**config.mk**
```make
export PLATFORM = sky130hd
export DESIGN_NAME = alu_sequencer
export DESIGN_NICKNAME = d
export VERILOG_FILES = /design/src/rtl/alu_pkg.sv /design/src/rtl/alu_ctrl_decode.sv /design/src/rtl/alu_sequencer.sv
export SDC_FILE = /design/constraint.sdc
export NUM_CORES = 1
export LEC_CHECK = 0
export CAP_MARGIN = 20
export CORE_ASPECT_RATIO = 1.1
export CORE_MARGIN = 2
export CORE_UTILIZATION = 42
export CTS_CLUSTER_DIAMETER = 80
export DETAILED_ROUTE_END_ITERATION = 8
export PLACE_DENSITY = 0.78
export SYNTH_ARGS = -nofsm -noshare
export SYNTH_HDL_FRONTEND = slang
export SYNTH_HIERARCHICAL = 1
export SYNTH_SLANG_ARGS = --single-unit
```
**constraint.sdc**
```tcl
create_clock -name clk -period 2 [get_ports clk]
set_input_delay 0.3 -clock clk [delete_from_list [all_inputs] [get_ports clk]]
set_output_delay 0.3 -clock clk [all_outputs]
set_load 0.02 [all_outputs]
```
**src/rtl/alu_pkg.sv**
```systemverilog
// Shared ALU control definitions: funct codes, ALU op encodings and sequencer states.
// Also used by the CPU main decoder, so keep the encodings stable.
package alu_pkg;

  localparam int ALU_WIDTH = 24;

  localparam logic [2:0] FUNCT_AND = 3'b000;
  localparam logic [2:0] FUNCT_OR  = 3'b001;
  localparam logic [2:0] FUNCT_ADD = 3'b010;
  localparam logic [2:0] FUNCT_MUL = 3'b011;
  localparam logic [2:0] FUNCT_SUB = 3'b110;
  localparam logic [2:0] FUNCT_SLT = 3'b111;

  localparam logic [1:0] ALUOP_AND  = 2'b00;
  localparam logic [1:0] ALUOP_OR   = 2'b01;
  localparam logic [1:0] ALUOP_ADD  = 2'b10;
  localparam logic [1:0] ALUOP_LESS = 2'b11;

  typedef enum logic [1:0] {
    ST_IDLE     = 2'd0,
    ST_EXEC     = 2'd1,
    ST_MUL_STEP = 2'd2,
    ST_DONE     = 2'd3
  } seq_state_t;

endpackage

```
**src/rtl/alu_ctrl_decode.sv**
```systemverilog
// Combinational funct -> ALU control line decode, shared with the CPU main decoder.
module alu_ctrl_decode
  import alu_pkg::*;
(
  input  logic [2:0] funct,
  output logic [1:0] op,
  output logic       binvert,
  output logic       cin,
  output logic       is_mul,
  output logic       illegal
);

  always_comb begin
    op      = ALUOP_AND;
    binvert = 1'b0;
    cin     = 1'b0;
    is_mul  = 1'b0;
    illegal = 1'b0;
    case (funct)
      FUNCT_AND: op = ALUOP_AND;
      FUNCT_OR:  op = ALUOP_OR;
      FUNCT_ADD: op = ALUOP_ADD;
      FUNCT_SUB: begin
        op      = ALUOP_ADD;
        binvert = 1'b1;
        cin     = 1'b1;
      end
      FUNCT_SLT: begin
        op      = ALUOP_LESS;
        binvert = 1'b1;
        cin     = 1'b1;
      end
      FUNCT_MUL: begin
        op     = ALUOP_ADD;
        is_mul = 1'b1;
      end
      default: illegal = 1'b1;
    endcase
  end

endmodule

```
**src/rtl/alu_sequencer.sv**
```systemverilog
// Sequencer for the shared ripple ALU: single-pass ops take one ALU cycle,
// multiply runs as a WIDTH-step shift-add loop through the same ALU.
//   state       | meaning
//   ST_IDLE     | ready for a request, ALU lines parked at 0
//   ST_EXEC     | single-pass op on the ALU, result captured at cycle end
//   ST_MUL_STEP | one shift-add step per cycle into acc
//   ST_DONE     | response presented and held until resp_ready
module alu_sequencer
  import alu_pkg::*;
#(
  parameter int WIDTH = ALU_WIDTH,
  parameter int CNT_W = 5
) (
  input  logic             clk,
  input  logic             reset,
  input  logic             req_valid,
  output logic             req_ready,
  input  logic [2:0]       req_funct,
  input  logic [WIDTH-1:0] req_a,
  input  logic [WIDTH-1:0] req_b,
  output logic [WIDTH-1:0] alu_a,
  output logic [WIDTH-1:0] alu_b,
  output logic [1:0]       alu_op,
  output logic             alu_binvert,
  output logic             alu_cin,
  input  logic [WIDTH-1:0] alu_result,
  input  logic             alu_carryout,
  output logic             resp_valid,
  input  logic             resp_ready,
  output logic [WIDTH-1:0] resp_result,
  output logic             resp_carry,
  output logic             resp_zero,
  output logic             resp_err
);

  localparam logic [CNT_W-1:0] LAST_STEP = CNT_W'(WIDTH - 1);

  seq_state_t       state, state_nxt;
  logic [WIDTH-1:0] opa, opb, acc;
  logic [CNT_W-1:0] cnt;
  logic [1:0]       op_q;
  logic             binv_q, cin_q;

  logic [1:0] dec_op;
  logic       dec_binv, dec_cin, dec_is_mul, dec_illegal;

  alu_ctrl_decode u_decode (
    .funct   (req_funct),
    .op      (dec_op),
    .binvert (dec_binv),
    .cin     (dec_cin),
    .is_mul  (dec_is_mul),
    .illegal (dec_illegal)
  );

  always_ff @(posedge clk) begin
    if (reset) state <= ST_IDLE;
    else       state <= state_nxt;
  end

  always_comb begin
    state_nxt = state;
    case (state)
      ST_IDLE: begin
        if (req_valid) begin
          if (dec_illegal)     state_nxt = ST_DONE;
          else if (dec_is_mul) state_nxt = ST_MUL_STEP;
          else                 state_nxt = ST_EXEC;
        end
      end
      ST_EXEC:     state_nxt = ST_DONE;
      ST_MUL_STEP: if (cnt == LAST_STEP) state_nxt = ST_DONE;
      ST_DONE:     if (resp_ready) state_nxt = ST_IDLE;
      default:     state_nxt = ST_IDLE;
    endcase
  end

  always_comb begin
    req_ready   = 1'b0;
    resp_valid  = 1'b0;
    alu_a       = '0;
    alu_b       = '0;
    alu_op      = ALUOP_AND;
    alu_binvert = 1'b0;
    alu_cin     = 1'b0;
    case (state)
      ST_IDLE: req_ready = 1'b1;
      ST_EXEC: begin
        alu_a       = opa;
        alu_b       = opb;
        alu_op      = op_q;
        alu_binvert = binv_q;
        alu_cin     = cin_q;
      end
      ST_MUL_STEP: begin
        alu_a       = acc;
        alu_b       = opb[0] ? opa : '0;
        alu_op      = op_q;
        alu_binvert = binv_q;
        alu_cin     = cin_q;
      end
      ST_DONE: resp_valid = 1'b1;
      default: ;
    endcase
  end

  // In MUL, opa/opb double as multiplicand/multiplier shift registers.
  always_ff @(posedge clk) begin
    if (reset) begin
      opa         <= '0;
      opb         <= '0;
      acc         <= '0;
      cnt         <= '0;
      op_q        <= ALUOP_AND;
      binv_q      <= 1'b0;
      cin_q       <= 1'b0;
      resp_result <= '0;
      resp_carry  <= 1'b0;
      resp_zero   <= 1'b0;
      resp_err    <= 1'b0;
    end else begin
      case (state)
        ST_IDLE: begin
          if (req_valid) begin
            opa    <= req_a;
            opb    <= req_b;
            acc    <= '0;
            cnt    <= '0;
            op_q   <= dec_op;
            binv_q <= dec_binv;
            cin_q  <= dec_cin;
            if (dec_illegal) begin
              resp_result <= '0;
              resp_carry  <= 1'b0;
              resp_zero   <= 1'b1;
              resp_err    <= 1'b1;
            end
          end
        end
        ST_EXEC: begin
          resp_result <= alu_result;
          resp_carry  <= (op_q == ALUOP_ADD) && alu_carryout;
          resp_zero   <= (alu_result == '0);
          resp_err    <= 1'b0;
        end
        ST_MUL_STEP: begin
          acc <= alu_result;
          opa <= opa << 1;
          opb <= opb >> 1;
          cnt <= cnt + 1'b1;
          if (cnt == LAST_STEP) begin
            resp_result <= alu_result;
            resp_carry  <= 1'b0;
            resp_zero   <= (alu_result == '0);
            resp_err    <= 1'b0;
          end
        end
        default: ;
      endcase
    end
  end

endmodule

```
Word level (Yosys, flattened, before mapping)

Index checks and enable logic that the tools add are counted.
W data, S select, Z words.

Register bits after elaboration: 109
Input bits: 80

Add/subtract/negate cells: 1
Equal/unequal tests: 14
Multiplexer cells: 37
Reduce and logical (&&, ||, !) cells: 14

Operator list:

| cell                  | count |
|---|---|
| $pmux W24 S2          | 5 |
| $mux W24              | 7 |
| $pmux W24 S3          | 1 |
| $logic_not A24 Y1     | 1 |
| $mux W2               | 6 |
| $mux W1               | 11 |
| $pmux W5 S2           | 1 |
| $pmux W1 S3           | 3 |
| $ne A2 B2 Y1 const B  | 4 |
| $pmux W2 S4           | 1 |
| $eq A2 B2 Y1 const B  | 3 |
| $eq A3 B2 Y1 const B  | 2 |
| $eq A3 B3 Y1 const B  | 2 |
| $pmux W2 S3           | 1 |
| $reduce_or A6 Y1      | 1 |
| $add A5 B1 Y5 const B | 1 |
| $eq A5 B5 Y1 const B  | 1 |
| $mux W5               | 1 |
| $reduce_and A2 Y1     | 2 |
| $reduce_and A4 Y1     | 1 |
| $reduce_or A2 Y1      | 2 |
| $eq A3 B1 Y1 const B  | 1 |
| $logic_not A3 Y1      | 1 |
| $reduce_and A3 Y1     | 1 |
| other kinds (6)       | 6 |

Longest topological paths before layout

Gate-level depths: netlist of run 1.

Depth in word-level cells: 6
Gate-level depth with buffers: 8

Cells and area by module

The synthesis of run 1 kept the hierarchy.

By module, submodules not included:

| module          | times used | cells each | area an instance (um^2) | seq. area each (um^2) |
|---|---|---|---|---|
| alu_sequencer   | 1          | 557        | 4,979.8                 | 2,202.1 |
| alu_ctrl_decode | 1          | 8          | 47.5                    | 0.0 |

Least setup slack after synthesis of run 1

Ideal clock, no wire load.

Path kind: register to output
Start: register state[0]
End: output alu_b[10]
Arrival: 1.783 ns
Path slack: -0.083 ns
Cell stages (with the launch flop): 8
Buffers on the path: 3
Path through: dfxtp_1 > inv_1 > ha_1 > clkbuf_1 > and3_1 > clkbuf_1 > clkbuf_1 > a22o_1

Longest elaborated chain between the ends: 2
Elaborated cells on any way between the ends: 3
Classes of those cells: eq/ne: 2; mux: 1

Ends and longest elaborated chain:

| item                                         | RTL line            | RTL |
|---|---|---|
| start, declared                              | alu_sequencer.sv:38 | `seq_state_t state, state_nxt;` |
| start signal, assigned                       | alu_sequencer.sv:58 | `else state <= state_nxt;` |
| $eq A2 B2 Y1 or $eq A2 B1 Y1 (tied branches) | alu_sequencer.sv:86 | `case (state)` |
| $pmux W24 S2 *                               | alu_sequencer.sv:86 |  |
| end, declared                                | alu_sequencer.sv:22 | `output logic [WIDTH-1:0] alu_b,` |

Mark *: on every way between the ends. The rest lies on a longest branch, timed or not.

Worst setup path in the final report of run 1

Start: register state[0]
End: output alu_b[3]

The elaborated chain is that of the path after synthesis.

==> flow_metrics.env, run 1 <==
export IMPL_max_stage_delay_ps=340
export IMPL_cts_buffers=9
export IMPL_cp_common_cell="buf_6"
export IMPL_grt_pass1_vias=4966
export IMPL_outcome="complete, but fails checks"
export IMPL_drc_errors=0
export IMPL_period_needed_ps=2090
export IMPL_slew_viol_final=0
export IMPL_core_sq_mm=0.0116
export IMPL_areaGrowthSynthToFinish_pct=52.6
export IMPL_start_util_pct=43.4
export IMPL_fin_setup_tns_ps=-3230
export IMPL_via_per_inst=5.76
export IMPL_setup_ws_ps=-93.1
export IMPL_power_density_mw_per_mm2=1350
export IMPL_seqPwrFrac_pct=32.3
export IMPL_ios=161
export IMPL_synth_simple_area_share_pct=15.5
export IMPL_wirelength_microns=16700
export IMPL_violations="negative setup slack"
export IMPL_clockRootBuffer="clkbuf_16"
export IMPL_htreeDepth=3
export IMPL_cp_num_buf_inv=4
export IMPL_crit_slowest_cell="dfxtp_2"
export IMPL_final_nets=811
export IMPL_synth_adder_area_share_pct=1.49
export IMPL_grt_max_degree=50
export IMPL_finalCritPeriodShare_pct=105
export IMPL_insertion_delay_ps=340
export IMPL_finalSetupViolations=47
export IMPL_die_h_microns=119
export IMPL_synth_edf_count=0
export IMPL_rsz0062_at_grt="yes"
export IMPL_final_hold_violation_count=0
export IMPL_drtPass1Iterations=5
export IMPL_grt_pass1_wl_microns=26200
export IMPL_worstPathRequired_ps=1700
export IMPL_drive_gt1_share_pct=17.7
export IMPL_synth_seq_area_share_pct=43.8
export IMPL_swShare_pct=41.1
export IMPL_dp_cells=850
export IMPL_cp_max_fo=6
export IMPL_max_slew_worst_pin_slew_ps=515
export IMPL_cp_top_family="buffers and inverters"
export IMPL_fmax_ghz=0.478
export IMPL_placement_io_buffers=160
export IMPL_cts_buffer_depth=2
export IMPL_p_comb_share_pct=51.8
export IMPL_stdcell_count=880
export IMPL_die_width_microns=108
export IMPL_synth_top_area_cell="dfxtp_1"
export IMPL_synthMuxAreaShare_pct=9.38
export IMPL_rows=41
export IMPL_wl_per_cell_microns=19.0
export IMPL_power_w=0.0104
export IMPL_hpwl_microns=11400
export IMPL_drtIter0Drc=330
export IMPL_critPathLaunchType="flip-flop"
export IMPL_dieArea_sq_mm=0.0129
export IMPL_synth_xor_area_share_pct=0.523
export IMPL_fin_util_pct=66.2
export IMPL_gp_congestion=0.891
export IMPL_async_flop_share_pct=0
export IMPL_clkSlewWorstSetupHoldPaths_ps=70
export IMPL_diodes=0
export IMPL_antenna_found_initial=0
export IMPL_synth_seq_cells=110
export IMPL_ys_flop_type="dfxtp_1"
export IMPL_synth_top_area_share_pct=43.8
export IMPL_yosysWarnings=6
export IMPL_p_clk_share_pct=15.9
export IMPL_clock_skew_ps=7.55
export IMPL_vias=5069
export IMPL_endpoint_kind="output pin"
export IMPL_crit_chain="inv_2, buf_6, ha_4, and3_4, buf_12, a22o_4, buf_6"
export IMPL_synth_nets=651
export IMPL_synth_compound_area_share_pct=23.6
export IMPL_setup_worst_path_class="flip-flop to output pin"
export IMPL_syn_area_per_cell_sq_um=8.90
export IMPL_hold_class="primary input to flip-flop"
export IMPL_timing_slew_headroom_pct=65.7
export IMPL_grt_ovfl_total=0
export IMPL_cp_data_arrival_time_ps=1790
export IMPL_synth_top_cells_by_area="dfxtp_1, mux2i_1, a22o_1, a211oi_1, nor2_1"
export IMPL_track_usage_pct=25.8
export IMPL_cap_violations=0
export IMPL_hold_buffers=0
export IMPL_synth_top_family_by_area="compound AO/OA/AOI/OAI gates"
export IMPL_yosysUniqueCellTypes=38
export IMPL_netlist_area_sq_mm=0.00503
export IMPL_p_switching_w=0.00427
export IMPL_p_leak_nw=2.89
export IMPL_power_internal_w=0.00613
export IMPL_peakVddDrop_mv=0.642
export IMPL_cts_tree="done"
export IMPL_cts_sinks=110
export IMPL_ant_nets=0
export IMPL_synth_cells=565
-- cells in the final DEF, fill, tap and decap left out, types with 6 or more instances in the layout --
cell	count
buf_4	20
mux2i_1	46
nor4_1	6
nor2_1	83
a211oi_1	44
buf_6	51
buf_12	11
nand3_1	29
clkbuf_16	11
nand2_1	35
dfxtp_1	108
and2_1	6
buf_16	7
nor3_1	6
a21oi_1	30
clkdlybuf4s50_1	105
a22oi_1	27
a22o_1	45
-- timing repair --
action | 4_1_cts | 5_1_grt
buffers inserted | 5 | 0
hold endpoints to repair | 0 | 0
endpoints found under the setup margin | 82 | 115
pin swaps | 25 | 18
resized for setup | 309 | 22
cloned | 7 | 3
-- layout make-up --
class                   count  area (sq um)
fillers                   957          3920
well taps                 150           188
clock buffers              11           233
clock inverters             5          36.3
repair buffers            205          2330
inverters                   6          22.5
multi-input cells         393          2660
flip-flops and latches    110          2200
-- registers in the layout, indices dropped and copies added (netlist names) --
name         cells
acc             24
opa             24
opb             24
resp_result     24
cnt              5
op_q             2
state            2
binv_q           1
cin_q            1
resp_carry       1
resp_err         1
resp_zero        1
-- cells by family after synthesis --
logic type               after synthesis
AND/OR/NAND/NOR                      177
AO/OA/AOI/OAI                        159
flip-flops                           110
buffers and inverters                 63
multiplexers                          47
adder cells (fa/ha/maj)                6
XOR/XNOR                               3
-- power groups by stage --
stage          sequential (W)  combinational, W  clock (W)
2_1_floorplan         0.00331           0.00287          0
3_3_place_gp          0.00336           0.00449          0
3_5_place_dp          0.00337           0.00461          0
4_1_cts               0.00333           0.00506    0.00167
5_1_grt               0.00342           0.00581    0.00178
6_report              0.00336           0.00539    0.00165
-- cells in the mapped netlist, types with 7 or more instances --
| library cell | instances |
|---|---|
| a211oi_1 | 44 |
| a21oi_1 | 30 |
| a22o_1 | 47 |
| a22oi_1 | 27 |
| and2_1 | 7 |
| buf_2 | 23 |
| clkbuf_1 | 28 |
| dfxtp_1 | 110 |
| mux2i_1 | 46 |
| nand2_1 | 35 |
| nand3_1 | 29 |
| nor2_1 | 83 |
-- through the flow --
stage          setup slack (ps)  instance area (sq um)  hold WS [ps]
4_1_cts                    -121                   7520           394
3_3_place_gp               -145                   6930           441
5_1_grt                    -146                   7670           421
6_report                  -93.1                   7670           400
3_5_place_dp               -202                   6930           446
2_1_floorplan             -79.4                   5030           432
-- per-layer routing --
| metal | GRT usage [%] | vias to the layer above | wire length (microns) |
|---|---|---|---|
| li1 | - | 2395 | - |
| met1 | 34.9 | 2418 | 7060 |
| met2 | 41.7 | 230 | 8040 |
| met3 | 4.85 | 26 | 1300 |
| met4 | 7.29 | 0 | 314 |
| met5 | 0 | - | 0 |
-- final timing paths --
check / startpoint / end / slack [ps] / depth (start not counted)
worst max register to register: state[0]$_SDFFE_PP0P_ / state[1]$_SDFFE_PP0P_ / 110 / 9
worst min register to register: cin_q$_SDFFE_PP0P_ / cin_q$_SDFFE_PP0P_ / 450 / 2
worst max-delay path: state[0]$_SDFFE_PP0P_ / alu_b[3] / -90 / 7
worst min-delay path: reset / acc[3]$_SDFFE_PP0P_ / 400 / 2
Power figures use the tool's default switching activity.
==> inputs of run 2 (changes only) <==
--- a/config.mk
+++ b/config.mk
@@ -5,14 +5,16 @@
 export SDC_FILE = /design/constraint.sdc
 export NUM_CORES = 1
 export LEC_CHECK = 0
-export CAP_MARGIN = 20
+export CAP_MARGIN = 30
 export CORE_ASPECT_RATIO = 1.1
 export CORE_MARGIN = 2
 export CORE_UTILIZATION = 42
 export CTS_CLUSTER_DIAMETER = 80
+export CTS_CLUSTER_SIZE = 40
 export DETAILED_ROUTE_END_ITERATION = 8
 export PLACE_DENSITY = 0.78
 export SYNTH_ARGS = -nofsm -noshare
 export SYNTH_HDL_FRONTEND = slang
 export SYNTH_HIERARCHICAL = 1
 export SYNTH_SLANG_ARGS = --single-unit
+export TNS_END_PERCENT = 5
==> flow_metrics.env, run 2 (synthesized netlist as in run 1, its figures left out) <==
export IMPL_outcome="complete, but fails checks"
export IMPL_violations="negative setup slack"
export IMPL_cap_violations=0
export IMPL_die_width_microns=108
export IMPL_slew_viol_final=0
export IMPL_final_hold_violation_count=0
export IMPL_rsz0062_at_grt="yes"
export IMPL_fmax_ghz=0.482
export IMPL_cts_buffers=9
export IMPL_cp_top_family="flip-flops"
export IMPL_p_leak_nw=2.74
export IMPL_drc_errors=0
export IMPL_rr_worst_depth=8
export IMPL_final_cell_mix="dfxtp_1, clkdlybuf4s50_1, nor2_1"
export IMPL_grt_pass1_vias=4686
export IMPL_pre_cts_ws_ps=-217
export IMPL_clock_skew_ps=5.51
export IMPL_stdcell_count=872
export IMPL_place_area_sq_mm=0.00692
export IMPL_hold_depth=2
export IMPL_endpoint_kind="output pin"
export IMPL_via_per_inst=5.61
export IMPL_stdcell_area_sq_mm=0.00725
export IMPL_drtIter0Drc=262
export IMPL_wirelength_microns=15300
export IMPL_peakVddDrop_mv=0.728
export IMPL_cp_max_fo=6
export IMPL_timing_slew_headroom_pct=64.5
export IMPL_setup_worst_path_class="flip-flop to output pin"
export IMPL_final_common_cell="dfxtp_1"
export IMPL_clkSlewWorstSetupHoldPaths_ps=70
export IMPL_finalCritPeriodShare_pct=104
export IMPL_start_util_pct=43.4
export IMPL_areaGrowthSynthToFinish_pct=44.3
export IMPL_track_usage_pct=23.8
export IMPL_drive_gt1_share_pct=16.5
export IMPL_cts_tree="done"
export IMPL_htreeDepth=3
export IMPL_rrSetupSlack_ps=110
export IMPL_hold_buffers=0
export IMPL_period_needed_ps=2080
export IMPL_drtPass1Iterations=5
export IMPL_hold_slack_ps=376
export IMPL_hold_path_startpoint="reset"
export IMPL_diodes=0
export IMPL_cp_data_arrival_time_ps=1780
export IMPL_grt_max_degree=64
export IMPL_r2r_start="state[0]$_SDFFE_PP0P_"
export IMPL_hold_end="acc[21]$_SDFFE_PP0P_"
export IMPL_worstPathRequired_ps=1700
export IMPL_insertion_delay_ps=350
export IMPL_die_h_microns=119
export IMPL_max_slew_worst_pin_slew_ps=532
export IMPL_ios=161
export IMPL_max_stage_delay_ps=360
export IMPL_crit_slowest_cell="dfxtp_2"
export IMPL_setup_ws_ps=-75.3
export IMPL_cp_num_buf_inv=3
export IMPL_finalSetupViolations=27
export IMPL_vias=4893
export IMPL_dieArea_sq_mm=0.0129
export IMPL_hold_class="primary input to flip-flop"
export IMPL_wl_per_cell_microns=17.5
export IMPL_placement_io_buffers=160
export IMPL_dp_cells=853
export IMPL_ant_nets=0
export IMPL_grt_ovfl_total=0
export IMPL_antenna_found_initial=0
export IMPL_crit_chain="inv_4, ha_4, and3_4, clkbuf_16, a22o_1, buf_6"
export IMPL_rows=41
export IMPL_gp_congestion=0.849
export IMPL_r2r_end="resp_zero$_SDFFE_PP0P_"
export IMPL_cts_sinks=110
export IMPL_clockRootBuffer="clkbuf_16"
export IMPL_critPathLaunchType="flip-flop"
export IMPL_core_sq_mm=0.0116
export IMPL_cts_buffer_depth=2
export IMPL_hpwl_microns=11200
export IMPL_final_nets=803
export IMPL_power_density_mw_per_mm2=1350
export IMPL_grt_pass1_wl_microns=24600
==> run 2: cell types whose count changed in the layout (fill, tap and decap cells not counted), sizes merged <==
cell           delta
clkdlybuf4s15     +1
dlygate4sd2       -1
o21ai             -1
clkinvlp          +1
buf               -6
clkbuf            -3
inv               +5
clkinv            -4
==> run 2: worst max path at each step <==
stage,startpoint,to,cells past startpoint
finish,state[0]$_SDFFE_PP0P_,alu_b[9],6
global route,state[0]$_SDFFE_PP0P_,alu_b[9],6
CTS,state[1]$_SDFFE_PP0P_,alu_a[1],6
detailed placement,state[0]$_SDFFE_PP0P_,alu_a[13],6
global placement,state[0]$_SDFFE_PP0P_,alu_a[14],6
floorplan,state[0]$_SDFFE_PP0P_,alu_a[0],7
==> run 2: metal layers <==
layer  GRT usage, %  vias to the layer above  wire length (microns)
met2           38.0                      177                   7210
met4           6.57                        0                    187
met1           33.0                     2331                   6850
met5              0                        -                      0
li1               -                     2372                      -
met3           3.97                       13                   1010
==> run 2: what timing repair did <==
| action | CTS | global route |
|---|---|---|
| setup buffers | 0 | 1 |
| pin swaps | 1 | 15 |
| setup endpoints to repair | 54 | 66 |
| endpoints found under the hold margin | 0 | 0 |
| resized for setup | 209 | 70 |
| cloned | 0 | 2 |
==> run 2: stage by stage <==
stage / setup TNS (ps) / utilization, % / total power, W
CTS: -2020 / 60.7 / 0.00964
floorplan: -2400 / - / 0.00617
global route: -2800 / 62.6 / 0.0104
finish: -918 / 62.6 / 0.00976
global placement: -9330 / 59.6 / 0.00776
detailed placement: -8740 / 59.7 / 0.00792
==> run 2: area by class of cell <==
| cell class | count | area (sq um) |
|---|---|---|
| Fill cell | 1027 | 4340 |
| Multi-Input combinational cell | 392 | 2580 |
| Sequential cell | 110 | 2200 |
| Timing Repair Buffer | 198 | 1960 |
| Clock buffer | 9 | 225 |
| Tap cell | 150 | 188 |
| Clock inverter | 7 | 62.6 |
| Inverter | 6 | 25.0 |
==> run 2: where the power goes <==
part	switching (W)	leakage (nW)	total, W	internal (W)
clock	0.000872	0.139	0.00175	0.000876
combinational	0.00260	1.70	0.00469	0.00208
sequential	0.000547	0.901	0.00332	0.00278
total	0.00402	2.74	0.00976	0.00573
